==> config.mk <==
export PLATFORM = sky130hd
export DESIGN_NAME = reg_dump_reader_flat
export DESIGN_NICKNAME = d
export VERILOG_FILES = /design/src/rtl/reg_dump_reader_if.sv /design/src/rtl/reg_dump_reader.sv /design/src/flat_wrapper.sv
export SDC_FILE = /design/constraint.sdc
export NUM_CORES = 1
export LEC_CHECK = 0
export ABC_AREA = 1
export BUFFER_PORTS_ARGS = -buffer_cell sky130_fd_sc_hd__buf_2
export CAP_MARGIN = 25
export CELL_PAD_IN_SITES_DETAIL_PLACEMENT = 1
export CELL_PAD_IN_SITES_GLOBAL_PLACEMENT = 2
export CORE_MARGIN = 5
export CORE_UTILIZATION = 22
export DETAILED_ROUTE_END_ITERATION = 8
export PLACE_DENSITY_LB_ADDON = 0.1
export SYNTH_ARGS = -nofsm -noshare
export SYNTH_HDL_FRONTEND = slang
export SYNTH_SLANG_ARGS = --single-unit
==> constraint.sdc <==
create_clock -name clk -period 1.43 [get_ports clk]
set_clock_uncertainty 0.1 [all_clocks]
set_input_delay 0.2145 -clock clk [delete_from_list [all_inputs] [get_ports clk]]
set_output_delay 0.2145 -clock clk [all_outputs]
set_load 0.1 [all_outputs]
==> src/rtl/reg_dump_reader_if.sv <==
// Register-file read port and outgoing byte stream of the register dump engine.
// The engine drives the master side; the register set and the stream sink form the slave side.
interface reg_dump_reader_if #(
    parameter int DataWidth = 8,
    parameter int SEL_WIDTH = 2
);
    logic                 rd_en;
    logic [SEL_WIDTH-1:0] rd_sel;
    logic [DataWidth-1:0] rd_data;
    logic [DataWidth-1:0] out_data;
    logic                 out_valid;
    logic                 out_ready;

    modport master (
        output rd_en, rd_sel, out_data, out_valid,
        input  rd_data, out_ready
    );

    modport slave (
        input  rd_en, rd_sel, out_data, out_valid,
        output rd_data, out_ready
    );
endinterface

==> src/rtl/reg_dump_reader.sv <==
// Walks the register file read port 0..NUM_REGISTERS-1 and streams each value out as one byte.
// Define REG_DUMP_CHECKSUM_EN to append a trailing modulo-2^DataWidth checksum byte.
module reg_dump_reader #(
    parameter int DataWidth     = 8,
    parameter int SEL_WIDTH     = 2,
    parameter int NUM_REGISTERS = 4
) (
    input  logic              clk,
    input  logic              res,
    input  logic              start,
    output logic              busy,
    output logic              done,
    reg_dump_reader_if.master bus
);

    localparam logic [SEL_WIDTH-1:0] LAST_IDX = SEL_WIDTH'(NUM_REGISTERS - 1);

`ifdef REG_DUMP_CHECKSUM_EN
    typedef enum logic [2:0] {IDLE, READ, SEND, CSUM, DONE} state_t;
`else
    typedef enum logic [1:0] {IDLE, READ, SEND, DONE} state_t;
`endif

    state_t               state;
    state_t               state_next;
    logic [SEL_WIDTH-1:0] index;
    logic [DataWidth-1:0] out_data_q;
    logic                 xfer;
    logic                 last;

    assign xfer = bus.out_valid && bus.out_ready;
    assign last = (index == LAST_IDX);

    // NOTE: sequential state is assigned with <= only, so every register samples pre-edge values.
    always_ff @(posedge clk) begin
        if (res) begin
            state <= IDLE;
        end else begin
            state <= state_next;
        end
    end

    // NOTE: state_next gets its default before the case, so no branch can infer a latch.
    always_comb begin
        state_next = state;
        case (state)
            IDLE: if (start) state_next = READ;
            READ: state_next = SEND;
            SEND: begin
                if (xfer) begin
`ifdef REG_DUMP_CHECKSUM_EN
                    state_next = last ? CSUM : READ;
`else
                    state_next = last ? DONE : READ;
`endif
                end
            end
`ifdef REG_DUMP_CHECKSUM_EN
            CSUM: if (xfer) state_next = DONE;
`endif
            DONE:    state_next = IDLE;
            default: state_next = IDLE;
        endcase
    end

`ifdef REG_DUMP_CHECKSUM_EN
    logic [DataWidth-1:0] acc;

    // The accumulator sees exactly the bytes captured in READ, so it matches the stream.
    always_ff @(posedge clk) begin
        if (res) begin
            acc <= '0;
        end else if (state == IDLE && start) begin
            acc <= '0;
        end else if (state == READ) begin
            acc <= acc + bus.rd_data;
        end
    end
`endif

    always_ff @(posedge clk) begin
        if (res) begin
            index      <= '0;
            out_data_q <= '0;
        end else begin
            case (state)
                IDLE: if (start) index <= '0;
                READ: out_data_q <= bus.rd_data;
                SEND: begin
                    if (xfer && !last) begin
                        index <= index + 1'b1;
                    end
`ifdef REG_DUMP_CHECKSUM_EN
                    if (xfer && last) begin
                        out_data_q <= acc;
                    end
`endif
                end
                // Clearing here keeps rd_sel at 0 throughout IDLE.
                DONE:    index <= '0;
                default: ;
            endcase
        end
    end

    assign busy          = (state != IDLE);
    assign done          = (state == DONE);
    assign bus.rd_en     = (state == READ);
    assign bus.rd_sel    = index;
    assign bus.out_data  = out_data_q;
`ifdef REG_DUMP_CHECKSUM_EN
    assign bus.out_valid = (state == SEND) || (state == CSUM);
`else
    assign bus.out_valid = (state == SEND);
`endif

endmodule
==> src/flat_wrapper.sv <==
// flat-port wrapper written by rule: the top's interface ports become plain ports
module reg_dump_reader_flat 
#(
    parameter int DataWidth     = 8,
    parameter int SEL_WIDTH     = 2,
    parameter int NUM_REGISTERS = 4
)
  (clk, res, start, busy, done, bus_rd_en, bus_rd_sel, bus_out_data, bus_out_valid, bus_rd_data, bus_out_ready);
  reg_dump_reader_if #(.DataWidth(DataWidth), .SEL_WIDTH(SEL_WIDTH)) bus_i ();
  input  logic clk;
  input  logic res;
  input  logic start;
  output logic busy;
  output logic done;
  output wire logic [$bits(bus_i.rd_en)-1:0] bus_rd_en;
  output wire logic [$bits(bus_i.rd_sel)-1:0] bus_rd_sel;
  output wire logic [$bits(bus_i.out_data)-1:0] bus_out_data;
  output wire logic [$bits(bus_i.out_valid)-1:0] bus_out_valid;
  input wire logic [$bits(bus_i.rd_data)-1:0] bus_rd_data;
  input wire logic [$bits(bus_i.out_ready)-1:0] bus_out_ready;
  assign bus_rd_en = bus_i.rd_en;
  assign bus_rd_sel = bus_i.rd_sel;
  assign bus_out_data = bus_i.out_data;
  assign bus_out_valid = bus_i.out_valid;
  assign bus_i.rd_data = bus_rd_data;
  assign bus_i.out_ready = bus_out_ready;
  reg_dump_reader #(.DataWidth(DataWidth), .SEL_WIDTH(SEL_WIDTH), .NUM_REGISTERS(NUM_REGISTERS)) u_core (.clk(clk), .res(res), .start(start), .busy(busy), .done(done), .bus(bus_i));
endmodule
# After elaboration in Yosys (flattened, before gate mapping)
# Index checks and enable logic that the tools add are counted.
# totals
regBits	12
latch_bits	0
ramBits	0
romBits	0
inputBits	12
out_inout_bits	14
wordCells	26
n_memories	0
# classes
addsub	1
n_mul	0
n_div	0
n_lt_le_gt_ge	0
n_eq_ne	7
shift	0
mux	7
bitwise_logic	0
reduce_logical	8
# ops
operator	n
2-to-1 mux 2 bit	5
one-hot mux 2 bit (4 select lines)	1
equality test 2 bit, second input constant	3
inequality test 2 bit, second input constant	3
one-hot mux 2 bit (3 select lines)	1
AND reduction 3 bit	1
nonzero test 3 bit	1
adder 2 x 1 -> 2 bit, second input constant	1
equality test 2 x 1 -> 1 bit, second input constant	1
logical AND 1 bit	2
zero test 2 bit	1
AND reduction 2 bit	1
nonzero test 2 bit	1
zero test 1 bit	1

# Depth between registers and ports, before layout
# depth
word_depth	5
ltp_mapped	9
mapped_depth_nobuf	9

# Least setup slack after synthesis
# No wires, ideal clock.
# synth_path
path_type	register -> register
startpoint	register u_core.state[0]
endpoint	register u_core.index[1] (netlist: u_core.bus.rd_sel[1])
setup_time_ns	0.117
arrival_time_ns	1.825
required_time_ns	1.213
setup_slack_ns	-0.612
stages_incl_launch_ff	8
n_path_buf	0
synth_period_minus_slack_ns	2.042
path_cell_list	dfxtp_1 -> inv_1 -> ha_1 -> nand2_1 -> nand2_1 -> nor2_2 -> nor2_1 -> nor2_2
# synth_between
elab_chain_cells	5
word_cells_on_any_way	10
cone_classes	4 x eq/ne; 1 x mux; 5 x reduce/logical
# synth_rtl
element	line	text
start, declared	reg_dump_reader.sv:24	state_t state;
start signal, assigned	reg_dump_reader.sv:39	state <= state_next;
equality test 2 bit *	reg_dump_reader.sv:114	assign bus.out_valid = (state == SEND);
net bus_out_valid	flat_wrapper.sv:18	output wire logic [$bits(bus_i.out_valid)-1:0] bus_out_valid;
logical AND 1 bit	reg_dump_reader.sv:31	assign xfer = bus.out_valid && bus.out_ready;
logical AND 1 bit	reg_dump_reader.sv:90	if (xfer && !last) begin
inequality test 2 bit (no source line)	n/a	
AND reduction 3 bit (no source line)	n/a	
end signal, assigned	reg_dump_reader.sv:91	index <= index + 1'b1;
end, declared	reg_dump_reader.sv:26	logic [SEL_WIDTH-1:0] index;
# Mark *: on every way through the listed nets, which the timed path passes. The rest lies on a longest branch.
# A chain may end at the register's enable or synchronous reset.

# Worst setup path in the final report
# layout_path
startpoint	register u_core.state[1]
endpoint	output port bus_out_valid
# layout_between
elab_chain_cells	1
# layout_rtl
element	line
equality test 2 bit	reg_dump_reader.sv:114
end, declared	flat_wrapper.sv:18
# Every way passes these cells.

==> results by group <==
Logic synthesis
  • Mean area per synthesized cell: 7.38 um^2
  • Synth Cell Area: 561 um^2
  • Syn Inst Count: 76
  • Ys Warns: 0
  • Library cells used by synthesis: 12
  • Top post-synthesis cells by area: dfxtp_1 (43%), nor2_1 (12%), ha_1 (11%)
  • Post-synthesis sequential area ratio: 0.429
  • Net Count, Synth: 93
  • Leading area contributor after synthesis: dfxtp_1
  • Area share of the largest cell type after synthesis: 0.429
  • Number of synthesized register bits: 12

STA
  • Setup ws final: 0.00703 ns
  • Final setup vio count: 0
  • Worst hold slack: ~0.067 ns
  • RSZ-0062 raised after global routing: true
  • Minimum clock period: 1.42 ns
  • Slew headroom: 0.676
  • Max-slew violation count: 0
  • Final hold viol count: 0
  • Top achievable clock speed: approximately 700 MHz
  • Slew @ Worst Pin: 0.490 ns
  • Fin crit share: 0.995

Flow run
  • # Max-Cap Violations: 0

Setup path
  • Origin of the critical flop-to-flop path: u_core.state[1]
  • R2r endpoint: u_core.bus.rd_sel[1]
  • Worst EP arrival: 1.11 ns
  • Worst Setup Start Kind: flop
  • Critical Path RT: 1.12 ns
  • FF-to-FF setup slack: 0.07 ns
  • Crit-path max FO: 6
  • Reg2Reg Depth: 8
  • CP Class: reg2out
  • Setup crit end kind: primary output

Worst hold path
  • Hold depth: 3
  • Min-Delay Path Class: in2reg
  • Hold Crit Start: bus_rd_data[0]
  • Hold endpoint: u_core.bus.out_data[0]

Drt
  • Total wire length after detailed routing: between 1500 and 2000 um
  • Average wire per standard cell: 11.2 um
  • Total number of vias: 593
  • Post-route ant nets: 0
  • First-pass iteration count of the detailed router: 2
  • First DRT Iteration DRCs: 7
  • # DRC: 0
  • Vias/cell: around 4.2

Floorplan
  • Starting density of the core: 0.228
  • I/O pin count: 26
  • Die Area: roughly 0.0037 mm^2
  • Row count: 18
  • Core area: 0.00245 mm^2
  • Die Span X: 60.5 um
  • Die Span Y: a little over 60 um

Clock tree
  • H-tree Lvls: 1
  • CTS sink cnt: 12
  • Clock Latency Late Sink: 0.27 ns
  • CTS Buf Count: 3
  • Clk slew on worst S/H paths: 0.07 ns
  • CTS tree: built
  • Clock root cell: clkbuf_4
  • Longest Clk Path Bufs: 2

Finish
  • Diode count: 0
  • Area Overhead vs Synth: 66.5%
  • Commonest non-fill, non-tap cell in the layout: buf_2
  • Finished Layout Cells: 140
  • Commonest non-fill, non-tap cells in the layout: buf_2 (21), nor2_1 (17), nand2_1 (12)
  • Share of cells above drive strength 1: 0.482
  • # nets final: 129

Global route
  • First-pass GRT wire length: around 2600 um
  • Vias in the first global route: 574
  • Pin count of the biggest net entering global routing: 13
  • Antenna violations before repair: 0
  • Gr usage total: 0.0963
  • GR Overflow Total: 0

Place
  • # port buffers: 25
  • Post-DP HPWL: 1160 um
  • Placed cell count: ~130
  • Place WS: -0.0244 ns
  • GP Congestion: 0.657

Status
  • Outcome: finished, final reports clean
-- worst max-delay path, stage by stage (launching register included) --
cell and delay, ns:
dfxtp_2 0.36, buf_6 0.12, ha_4 0.18, buf_12 0.18
-- per-stage QoR --
step	setup TNS, ns	cell area [um^2]	utilization
finish	0	933	0.380
global route	-0.159	933	0.380
CTS	-0.0177	897	0.365
detailed placement	-0.0273	816	0.332
global placement	0	816	0.332
floorplan	-1.61	582	-
-- cell type report --
type                            instances  area [um^2]
Clock buffer                            3         22.5
Fill cell                             312         1520
Inverter                               11         56.3
Multi-Input combinational cell         52          320
Sequential cell                        12          248
Tap cell                               30         37.5
Timing Repair Buffer                   32          249
-- registers in the layout (all words and copies together), names as in the netlist --
name                 count
u_core.bus.rd_sel        2
u_core.bus.out_data      8
u_core.state             2
-- per-layer routing --
metal  up-vias  track usage  routed length (um)  share of wire
li1        303            -                   -              -
met1       270        0.117                 722           0.46
met2        18        0.147                 716           0.46
met3         2       0.0340                 117          0.075
met4         0       0.0557                  13         0.0083
met5         -            0                   0              0
-- synth_stat cells --
| cell | n |
|---|---|
| a21oi_1 | 1 |
| nand2_2 | 1 |
| nand4_1 | 2 |
| o21ai_0 | 10 |
| nor2_1 | 18 |
| buf_6 | 1 |
| inv_2 | 1 |
| ha_1 | 5 |
| nand2_1 | 12 |
| nor2_2 | 3 |
| dfxtp_1 | 12 |
| inv_1 | 10 |
-- kinds of logic (layout without fill, tap and decap cells) --
group / Yosys count / after routing / share of synthesized area
AO/OA/AOI/OAI: 11 / 11 / 0.0982
adder cells (fa/ha/maj): 5 / 5 / 0.112
buffers and inverters: 12 / 46 / 0.0937
flip-flops: 12 / 12 / 0.429
AND/OR/NAND/NOR: 36 / 36 / 0.268
-- worst max path at each step --
| stage | cells past startpoint | from | end | slack (ns) |
|---|---|---|---|---|
| 2_1_floorplan | 5 | u_core.state[1] | u_core.bus.out_data[0] | -0.18 |
| 3_3_place_gp | 8 | u_core.state[0] | u_core.bus.rd_sel[1] | 0.06 |
| 3_5_place_dp | 8 | u_core.state[0] | u_core.bus.rd_sel[1] | -0.02 |
| 4_1_cts | 4 | u_core.state[0] | busy | -0.01 |
| 5_1_grt | 3 | u_core.state[1] | bus_out_valid | -0.05 |
| 6_report | 3 | u_core.state[1] | bus_out_valid | 0.007 |
-- what timing repair did --
item                                    CTS  global route
pin swaps                                 1             3
endpoints found under the setup margin    6             5
resized for setup                        11             7
hold buffers                              0             0
setup buffers                             2             2
Power is not shown: default switching activity piles up to over one toggle a cycle in this logic, so the estimate is an artifact.
